<file path="src/rtl/axis_arbiter_pkg.sv">
// Shared types and helpers for the weighted AXI-Stream arbiter.
// The grant state value doubles as the output_source encoding.
package axis_arbiter_pkg;

   localparam int NUM_PORTS = 3;

   typedef enum logic [1:0] {
      GRANT_0 = 2'd0,
      GRANT_1 = 2'd1,
      GRANT_2 = 2'd2
   } grant_e;

   // First port after cur in rotation (cur itself considered last) whose mask bit is set.
   function automatic grant_e next_port(input grant_e cur, input logic [NUM_PORTS-1:0] mask);
      grant_e     res;
      logic [1:0] idx;
      res = cur;
      for (int i = NUM_PORTS; i >= 1; i--) begin
         idx = 2'((int'(cur) + i) % NUM_PORTS);
         if (mask[idx]) res = grant_e'(idx);
      end
      return res;
   endfunction

   // First masked port scanning from port 0 upward.
   function automatic grant_e first_port(input logic [NUM_PORTS-1:0] mask);
      return next_port(GRANT_2, mask);
   endfunction

endpackage

</file>
<file path="src/rtl/axis_weighted_arbiter_if.sv">
// Three AXIS slave inputs and one AXIS master output of the weighted arbiter.
// master = arbiter side, slave = upstream sources / downstream sink side.
interface axis_weighted_arbiter_if #(
   parameter int DATA_WIDTH = 16
);
   logic                  input_0_valid;
   logic                  input_0_ready;
   logic [DATA_WIDTH-1:0] input_0_data;
   logic                  input_1_valid;
   logic                  input_1_ready;
   logic [DATA_WIDTH-1:0] input_1_data;
   logic                  input_2_valid;
   logic                  input_2_ready;
   logic [DATA_WIDTH-1:0] input_2_data;
   logic                  output_valid;
   logic                  output_ready;
   logic [DATA_WIDTH-1:0] output_data;
   logic [1:0]            output_source;
   logic                  output_last;

   modport master (
      input  input_0_valid, input_0_data, input_1_valid, input_1_data,
      input  input_2_valid, input_2_data, output_ready,
      output input_0_ready, input_1_ready, input_2_ready,
      output output_valid, output_data, output_source, output_last
   );

   modport slave (
      output input_0_valid, input_0_data, input_1_valid, input_1_data,
      output input_2_valid, input_2_data, output_ready,
      input  input_0_ready, input_1_ready, input_2_ready,
      input  output_valid, output_data, output_source, output_last
   );
endinterface

</file>
<file path="src/rtl/axis_arbiter_burst_counter.sv">
// Burst transfer counter; terminal flags the last transfer of the current burst.
// Wraps to zero on an enabled terminal beat.
module axis_arbiter_burst_counter #(
   parameter int COUNT_WIDTH = 8
) (
   input  logic                   clk,
   input  logic                   rst,
   input  logic                   enable,
   input  logic                   clear,
   input  logic [COUNT_WIDTH-1:0] limit,
   output logic [COUNT_WIDTH-1:0] count,
   output logic                   terminal
);

   assign terminal = (count == limit);

   always_ff @(posedge clk or negedge rst) begin
      if (!rst)        count <= '0;
      else if (clear)  count <= '0;
      else if (enable) count <= terminal ? '0 : count + 1'b1;
   end

endmodule

</file>
<file path="src/rtl/axis_weighted_arbiter.sv">
// Weighted round-robin AXIS arbiter: zero-latency pass-through of the granted
// input, bursts of WEIGHT_k transfers per port, idle ports skipped at burst start.
module axis_weighted_arbiter
   import axis_arbiter_pkg::*;
#(
   parameter int DATA_WIDTH  = 16,
   parameter int WEIGHT_0    = 17,
   parameter int WEIGHT_1    = 17,
   parameter int WEIGHT_2    = 1,
   parameter int COUNT_WIDTH = 8
) (
   input  logic                  clk,
   input  logic                  rst,
   input  logic                  clear,
   axis_weighted_arbiter_if.master bus
);

   localparam int WEIGHT [NUM_PORTS] = '{WEIGHT_0, WEIGHT_1, WEIGHT_2};
   localparam int WMAX = (1 << COUNT_WIDTH) - 1;
   localparam logic [NUM_PORTS-1:0] NZ_MASK = {WEIGHT_2 != 0, WEIGHT_1 != 0, WEIGHT_0 != 0};
   localparam grant_e FIRST_PORT = first_port(NZ_MASK);

   generate
      if (WEIGHT_0 < 0 || WEIGHT_0 > WMAX || WEIGHT_1 < 0 || WEIGHT_1 > WMAX ||
          WEIGHT_2 < 0 || WEIGHT_2 > WMAX) begin : g_bad_range
         $error("axis_weighted_arbiter: weight outside 0..2^COUNT_WIDTH-1");
      end
      if (NZ_MASK == '0) begin : g_all_zero
         $error("axis_weighted_arbiter: at least one weight must be nonzero");
      end
   endgenerate

   grant_e                               state, state_nxt;
   logic [NUM_PORTS-1:0]                 in_valid, in_ready, req_mask;
   logic [NUM_PORTS-1:0][DATA_WIDTH-1:0] in_data;
   logic [NUM_PORTS-1:0][COUNT_WIDTH-1:0] limit_tbl;
   logic [COUNT_WIDTH-1:0]               cnt;
   logic                                 active, sel_valid, xfer, terminal;

   assign in_valid = {bus.input_2_valid, bus.input_1_valid, bus.input_0_valid};
   assign in_data  = {bus.input_2_data,  bus.input_1_data,  bus.input_0_data};
   assign bus.input_0_ready = in_ready[0];
   assign bus.input_1_ready = in_ready[1];
   assign bus.input_2_ready = in_ready[2];

   // Weight-0 ports wrap to all-ones here but are never granted.
   for (genvar k = 0; k < NUM_PORTS; k++) begin : g_limit
      assign limit_tbl[k] = COUNT_WIDTH'(WEIGHT[k] - 1);
   end

   assign active    = rst & ~clear;
   assign sel_valid = in_valid[state];
   assign req_mask  = in_valid & NZ_MASK;
   assign xfer      = bus.output_valid & bus.output_ready;

   axis_arbiter_burst_counter #(
      .COUNT_WIDTH (COUNT_WIDTH)
   ) u_burst_counter (
      .clk      (clk),
      .rst      (rst),
      .enable   (xfer),
      .clear    (clear),
      .limit    (limit_tbl[state]),
      .count    (cnt),
      .terminal (terminal)
   );

   always_ff @(posedge clk or negedge rst) begin
      if (!rst) state <= FIRST_PORT;
      else      state <= state_nxt;
   end

   always_comb begin
      state_nxt         = state;
      in_ready          = '0;
      bus.output_valid  = active & sel_valid;
      bus.output_data   = in_data[state];
      bus.output_source = state;
      bus.output_last   = active & sel_valid & terminal;
      for (int k = 0; k < NUM_PORTS; k++)
         in_ready[k] = active & bus.output_ready & (int'(state) == k);

      if (clear) begin
         state_nxt = FIRST_PORT;
      end else if (xfer && terminal) begin
         // Hand over to the next requesting port so a lone active source streams
         // without bubbles; with nobody requesting, rotate plainly.
         state_nxt = (|req_mask) ? next_port(state, req_mask) : next_port(state, NZ_MASK);
      end else if (cnt == '0 && !sel_valid) begin
         state_nxt = next_port(state, req_mask);
      end
   end

`ifndef SYNTHESIS
   a_ready_onehot: assert property (@(posedge clk) disable iff (!rst) $onehot0(in_ready));
   a_src_stable: assert property (@(posedge clk) disable iff (!rst)
      (bus.output_valid && !bus.output_ready && !clear) |=> bus.output_source == $past(bus.output_source));
   a_burst_locked: assert property (@(posedge clk) disable iff (!rst)
      (cnt != '0 && !clear && !(xfer && terminal)) |=> state == $past(state));
`endif

endmodule
</file>
<file path="src/flat_wrapper.sv">
// flat-port wrapper written by rule: the top's interface ports become plain ports
module axis_weighted_arbiter_flat import axis_arbiter_pkg::*;
#(
   parameter int DATA_WIDTH  = 16,
   parameter int WEIGHT_0    = 17,
   parameter int WEIGHT_1    = 17,
   parameter int WEIGHT_2    = 1,
   parameter int COUNT_WIDTH = 8
)
  (clk, rst, clear, bus_input_0_valid, bus_input_0_data, bus_input_1_valid, bus_input_1_data, bus_input_2_valid, bus_input_2_data, bus_output_ready, bus_input_0_ready, bus_input_1_ready, bus_input_2_ready, bus_output_valid, bus_output_data, bus_output_source, bus_output_last);
  axis_weighted_arbiter_if #(.DATA_WIDTH(DATA_WIDTH)) bus_i ();
  input  logic clk;
  input  logic rst;
  input  logic clear;
  input wire logic [$bits(bus_i.input_0_valid)-1:0] bus_input_0_valid;
  input wire logic [$bits(bus_i.input_0_data)-1:0] bus_input_0_data;
  input wire logic [$bits(bus_i.input_1_valid)-1:0] bus_input_1_valid;
  input wire logic [$bits(bus_i.input_1_data)-1:0] bus_input_1_data;
  input wire logic [$bits(bus_i.input_2_valid)-1:0] bus_input_2_valid;
  input wire logic [$bits(bus_i.input_2_data)-1:0] bus_input_2_data;
  input wire logic [$bits(bus_i.output_ready)-1:0] bus_output_ready;
  output wire logic [$bits(bus_i.input_0_ready)-1:0] bus_input_0_ready;
  output wire logic [$bits(bus_i.input_1_ready)-1:0] bus_input_1_ready;
  output wire logic [$bits(bus_i.input_2_ready)-1:0] bus_input_2_ready;
  output wire logic [$bits(bus_i.output_valid)-1:0] bus_output_valid;
  output wire logic [$bits(bus_i.output_data)-1:0] bus_output_data;
  output wire logic [$bits(bus_i.output_source)-1:0] bus_output_source;
  output wire logic [$bits(bus_i.output_last)-1:0] bus_output_last;
  assign bus_i.input_0_valid = bus_input_0_valid;
  assign bus_i.input_0_data = bus_input_0_data;
  assign bus_i.input_1_valid = bus_input_1_valid;
  assign bus_i.input_1_data = bus_input_1_data;
  assign bus_i.input_2_valid = bus_input_2_valid;
  assign bus_i.input_2_data = bus_input_2_data;
  assign bus_i.output_ready = bus_output_ready;
  assign bus_input_0_ready = bus_i.input_0_ready;
  assign bus_input_1_ready = bus_i.input_1_ready;
  assign bus_input_2_ready = bus_i.input_2_ready;
  assign bus_output_valid = bus_i.output_valid;
  assign bus_output_data = bus_i.output_data;
  assign bus_output_source = bus_i.output_source;
  assign bus_output_last = bus_i.output_last;
  axis_weighted_arbiter #(.DATA_WIDTH(DATA_WIDTH), .WEIGHT_0(WEIGHT_0), .WEIGHT_1(WEIGHT_1), .WEIGHT_2(WEIGHT_2), .COUNT_WIDTH(COUNT_WIDTH)) u_core (.clk(clk), .rst(rst), .clear(clear), .bus(bus_i));
endmodule
</file>
<file path="config.mk">
export PLATFORM = sky130hd
export DESIGN_NAME = axis_weighted_arbiter_flat
export DESIGN_NICKNAME = d
export VERILOG_FILES = /design/src/rtl/axis_arbiter_pkg.sv /design/src/rtl/axis_weighted_arbiter_if.sv /design/src/rtl/axis_arbiter_burst_counter.sv /design/src/rtl/axis_weighted_arbiter.sv /design/src/flat_wrapper.sv
export SDC_FILE = /design/constraint.sdc
export NUM_CORES = 1
export LEC_CHECK = 0
export ABC_AREA = 1
export ABC_CLOCK_PERIOD_IN_PS = 2100
export CORE_AREA = 5 5 66 68
export CTS_BUF_LIST = sky130_fd_sc_hd__clkbuf_4
export DETAILED_ROUTE_END_ITERATION = 7
export DIE_AREA = 0 0 71 73
export GPL_TIMING_DRIVEN = 0
export PLACE_DENSITY = 0.79
export SYNTH_ARGS = -nofsm -noshare
export SYNTH_HDL_FRONTEND = slang
export SYNTH_SLANG_ARGS = --single-unit
</file>
<file path="constraint.sdc">
create_clock -name clk -period 2.1 [get_ports clk]
set_clock_uncertainty 0.1 [all_clocks]
set_input_delay 0.42 -clock clk [delete_from_list [all_inputs] [get_ports clk]]
set_output_delay 0.42 -clock clk [all_outputs]
set_load 0.1 [all_outputs]
</file>
# == After elaboration in Yosys (flattened, before gate mapping) ==
# Cells that the tools add are included.
# W data, S select, Z words.
# totals
in_bits,55
output_inout_bits,23
elab_cells,66
regBits,10
# classes
n_reduce_logical,9
bitwise,9
eq_ne,4
div,3
muxes,31
add_sub_neg,4
magnitude_cmp,4
# ops
operator,n
$mod A32 B3 Y32 const B,3
$bmux W16 S2,1
$mux W8,4
$mux W2,10
$bmux W8 S2,1
$mux W16,1
$bmux W1 S2,7
$lt A2 B3 Y1 const B,4
$add A8 B1 Y8 const B,1
$and A1 B1 Y1,8
$eq A8 B8 Y1,1
$logic_not A8 Y1,1
$mux W1,7
$add A2 B2 Y3 const B,2
$ne A6 B6 Y1 const B,1
$eq A2 B2 Y1 const B,2
$add A2 B1 Y3 const B,1
$reduce_bool A3 Y1,1
$reduce_or A3 Y1,1
$logic_and A1 B1 Y1,2
$logic_not A2 Y1,1
$reduce_and A2 Y1,1
$reduce_bool A2 Y1,1
$logic_not A1 Y1,1
$not A1 Y1,1

# == Longest topological paths before layout ==
# logic_depth
depth_word,10
depth_mapped,13
mapped_depth_nobuf,12

# == Hierarchy ==
# From an unflattened synthesis, not the netlist that was laid out.
# hier_totals
hier_cells,236
area_unflattened_um2,1408.9
# by_module_without_submodules
module,instances,cells_per_inst,area_per_inst_um2
axis_weighted_arbiter,1,156,794.5
axis_arbiter_burst_counter,1,80,614.3

# == Worst setup path after synthesis ==
# OpenSTA, ideal clock, no wires.
# synth_path
path_kind,reg-to-output
from,reg u_core.state[0] (netlist: u_core.bus.output_source[0])
to,out bus_output_data[10]
arrival_ns,3.677
path_buffers,2
stages_incl_launch_ff,5
setup_slack_ns,-2.097
required_time_ns,1.580
path_cell_list,dfrtp_1 buf_6 clkbuf_1 o21ai_0 o21ai_0
# synth_between
elab_chain_cells,2
# synth_lines
element,line,text
"start, declared",axis_weighted_arbiter.sv:33,"grant_e state, state_nxt;"
"start signal, assigned",axis_weighted_arbiter.sv:70,else state <= state_nxt;
$bmux W16 S2,axis_weighted_arbiter.sv:77,bus.output_data = in_data[state];
$mux W16 (not written as such),axis_weighted_arbiter.sv:77,
"end, declared",flat_wrapper.sv:26,output wire logic [$bits(bus_i.output_data)-1:0] bus_output_data;
# No other way between the ends. The select of a mux whose other input is x is not followed.

# == Final worst setup path ==
# layout_path
from,reg u_core.state[0] (netlist: u_core.bus.output_source[0])
to,out bus_output_data[9]
# Same word-level chain as after synthesis.

==> results.toml <==
[pwr]
p_switching_w = 0.00266
p_leak_nw = 1.38
power.share.combinational_pct = 91.1
power.density_nw_per_um2 = 1460
clockPowerShare_pct = 3.5
seq_power_share_pct = 5.4
ir_worst_vdd_mv = 0.883
swShare_pct = 57.9
internal_power_w = 0.00193

[logic_synthesis]
synth_ff_type = "dfrtp_1"
synth_area_um2 = 1260
yosys-top-cells-count = "nand2_1, o21ai_0, nor2_1"
synthesis.instances = 208
yosys_warnings = 0
syn_nets = 270
yosysTopAreaCellShare_pct = 19.9
yosysSeqAreaShare_pct = 19.9
synth_edf_count = 0
synth_top_cell_by_area = "dfrtp_1"
synth-seq-cells = 10
async_reset_ff_share_pct = 100
yosysMostFrequentCell = "nand2_1"
synth.area.top_cells = "dfrtp_1, nand2_1, o21ai_0, nor2_1, ha_1"
syn-mean-instance-area_um2 = 6.05
synth_cell_types = 26

[job]
max_cap_viol_count = 0

[worst_setup_path]
required_ps = 1580
arrival_ps = 1770
crit_path_end_kind = "output pin"
critPathLaunchType = "register"
worst-path-max-fanout = 10
crit_type = "register to output pin"

[global_route]
antenna_found_initial = 0
gr-total-overflow = 0
grtUsageTotal_pct = 22.5
grt_pass1_wl_um = 9220
grt_pass1_vias = 1849
grt_max_degree = 13

[drt]
drc = 0
viasPerCell = 5.60
num_vias = 2055
drtIter0Drc = 155
dr.pass1.iters = 5
drt-total-wl_um = 8030
ant_nets = 0
wl_per_cell_um = 21.9

[floorplan]
die_y_um = 73
initial_utilization_pct = 33.1
die_w_um = 71
ios = 78
fp.dieArea_um2 = 5180
row_count = 23
core_area_um2 = 3800

[clocking]
cts.clk_slew.worst_paths_ps = 80
cts_root_buf = "clkbuf_4"
numCtsBuffers = 3
clk_latency_ps = 280
ctsHoldBuffers = 0
htreeDepth = 1
cts.sinks = 10
cts_buffer_depth = 2
cts_tree = "done"

[sta]
fmax_mhz = 437
whs_ps = 10.8
grt_setup_unrepaired = "yes"
finalCritPeriodShare_pct = 109
setup_viol = 23
drv_slew = 0
fin_crit_ps = 2290
maxSlewHeadroom_pct = 61.2
worst_pin_slew_ps = 585
worst_slack_ps = -186
hold_viol_final = 0

[placement]
placed_area_um2 = 2350
portBuffers = 77
gp_congestion = 0.858
place_inst = 335
place_hpwl_um = 3750

[final_layout]
instances_no_fill = 367
num_antenna_cells = 0
areaGrowthSynthToFinish_pct = 150
regArea_um2 = 258
nNetsFinal = 380
nFillCells = 174
post-route-util_pct = 82.7
drive_gt1_share_pct = 43.8
fin_area_um2 = 3140
multi_input_comb_area_um2 = 1270

[min_path]
hold_class = "input port to async pin"

[outcome]
violations = "setup timing"
outcome = "finished, violations left"
==> state kept, by name (all words and copies together), names as in the netlist <==
signal	cells
u_core.u_burst_counter.count	8
u_core.bus.output_source	2
==> power by group through the flow <==
| stage | logic, W | registers (W) | clock network (W) |
|---|---|---|---|
| 2_1_floorplan | 0.00220 | 0.000337 | 0 |
| 3_3_place_gp | 0.00286 | 0.000251 | 0 |
| 3_5_place_dp | 0.00289 | 0.000253 | 0 |
| 4_1_cts | 0.00367 | 0.000243 | 0.000159 |
| 5_1_grt | 0.00430 | 0.000248 | 0.000172 |
| 6_report | 0.00418 | 0.000246 | 0.000162 |
==> worst max-delay path, cell delays in order, from the launching register on <==
cell and delay, ps:
dfrtp_4 520, buf_8 150, nor2_8 200, buf_8 180, nand2_1 120, o21ai_4 100, buf_12 190
==> cell families (layout without fill, tap and decap cells) <==
logic type | count (synthesis) | in the layout | synth area share, %
buffers and inverters | 30 | 139 | 11.1
flip-flops | 10 | 10 | 19.9
AO/OA/AOI/OAI | 48 | 48 | 20.3
XOR/XNOR | 3 | 3 | 2.09
AND/OR/NAND/NOR | 110 | 110 | 39.7
adder cells (fa/ha/maj) | 7 | 7 | 6.96
==> layer usage <==
| layer | global-route usage, % | vias up | part of all wire, % |
|---|---|---|---|
| met5 | 0 | - | 0 |
| met4 | 6.68 | 0 | 4.1 |
| met3 | 6.34 | 37 | 9.8 |
| met2 | 42.6 | 152 | 50 |
| met1 | 24.2 | 974 | 36 |
| li1 | - | 892 | - |
==> final timing paths <==
kind	startpoint	endpoint	slack, ps	depth (start not counted)
max	u_core.bus.output_source[0]$_DFFE_PN0P_	bus_output_data[9]	-190	6
min	rst	u_core.u_burst_counter.count[0]$_DFFE_PN0P_	10	1
max reg2reg	u_core.bus.output_source[1]$_DFFE_PN0P_	u_core.bus.output_source[0]$_DFFE_PN0P_	-30	12
min reg2reg	u_core.u_burst_counter.count[2]$_DFFE_PN0P_	u_core.u_burst_counter.count[2]$_DFFE_PN0P_	470	2
max in group asynchronous	rst	u_core.bus.output_source[0]$_DFFE_PN0P_	1610	1
min in group clk	u_core.u_burst_counter.count[2]$_DFFE_PN0P_	u_core.u_burst_counter.count[2]$_DFFE_PN0P_	470	2
==> layout by cell type, fill, tap and decap left out, drive strengths merged <==
cell type      Yosys  layout
or2                1       1
clkdlybuf4s15      0       3
and2               1       1
dlygate4sd2        0       2
dfrtp             10      10
clkdlybuf4s50      0      51
o21ai             40      40
nand3             16      16
nand4              1       1
and3               1       1
nand2             53      53
inv               23      21
xor2               2       2
clkinvlp           0       1
xnor2              1       1
ha                 7       7
buf                6      54
clkbuf             1       5
nor2              36      36
clkinv             0       2
nand3b             1       1
a21oi              8       8
==> cell type report <==
| type | instances | share of cell area [%] |
|---|---|---|
| Buffer | 7 | 3.42 |
| Clock buffer | 4 | 0.956 |
| Inverter | 23 | 3.42 |
| Multi-Input combinational cell | 168 | 40.5 |
| Sequential cell | 10 | 8.20 |
| Tap cell | 50 | 1.99 |
| Timing Repair Buffer | 104 | 41.3 |
| Timing Repair inverter | 1 | 0.279 |
==> what timing repair did <==
item,CTS,global route
gates cloned,2,2
pin swaps,7,6
setup buffers,13,12
setup endpoints to repair,23,23
endpoints found under the hold margin,0,0
gates resized for setup,229,50
==> per-stage QoR <==
step                      total power [W]  TNS, ps  setup slack (ps)
after global routing              0.00472    -3420              -203
after CTS                         0.00407     -882             -79.8
after floorplan                   0.00254    -1460              -123
final                             0.00459    -2430              -186
after detailed placement          0.00314   -20720             -1510
after global placement            0.00311   -20380             -1520
(Power assumes the default switching activity.)
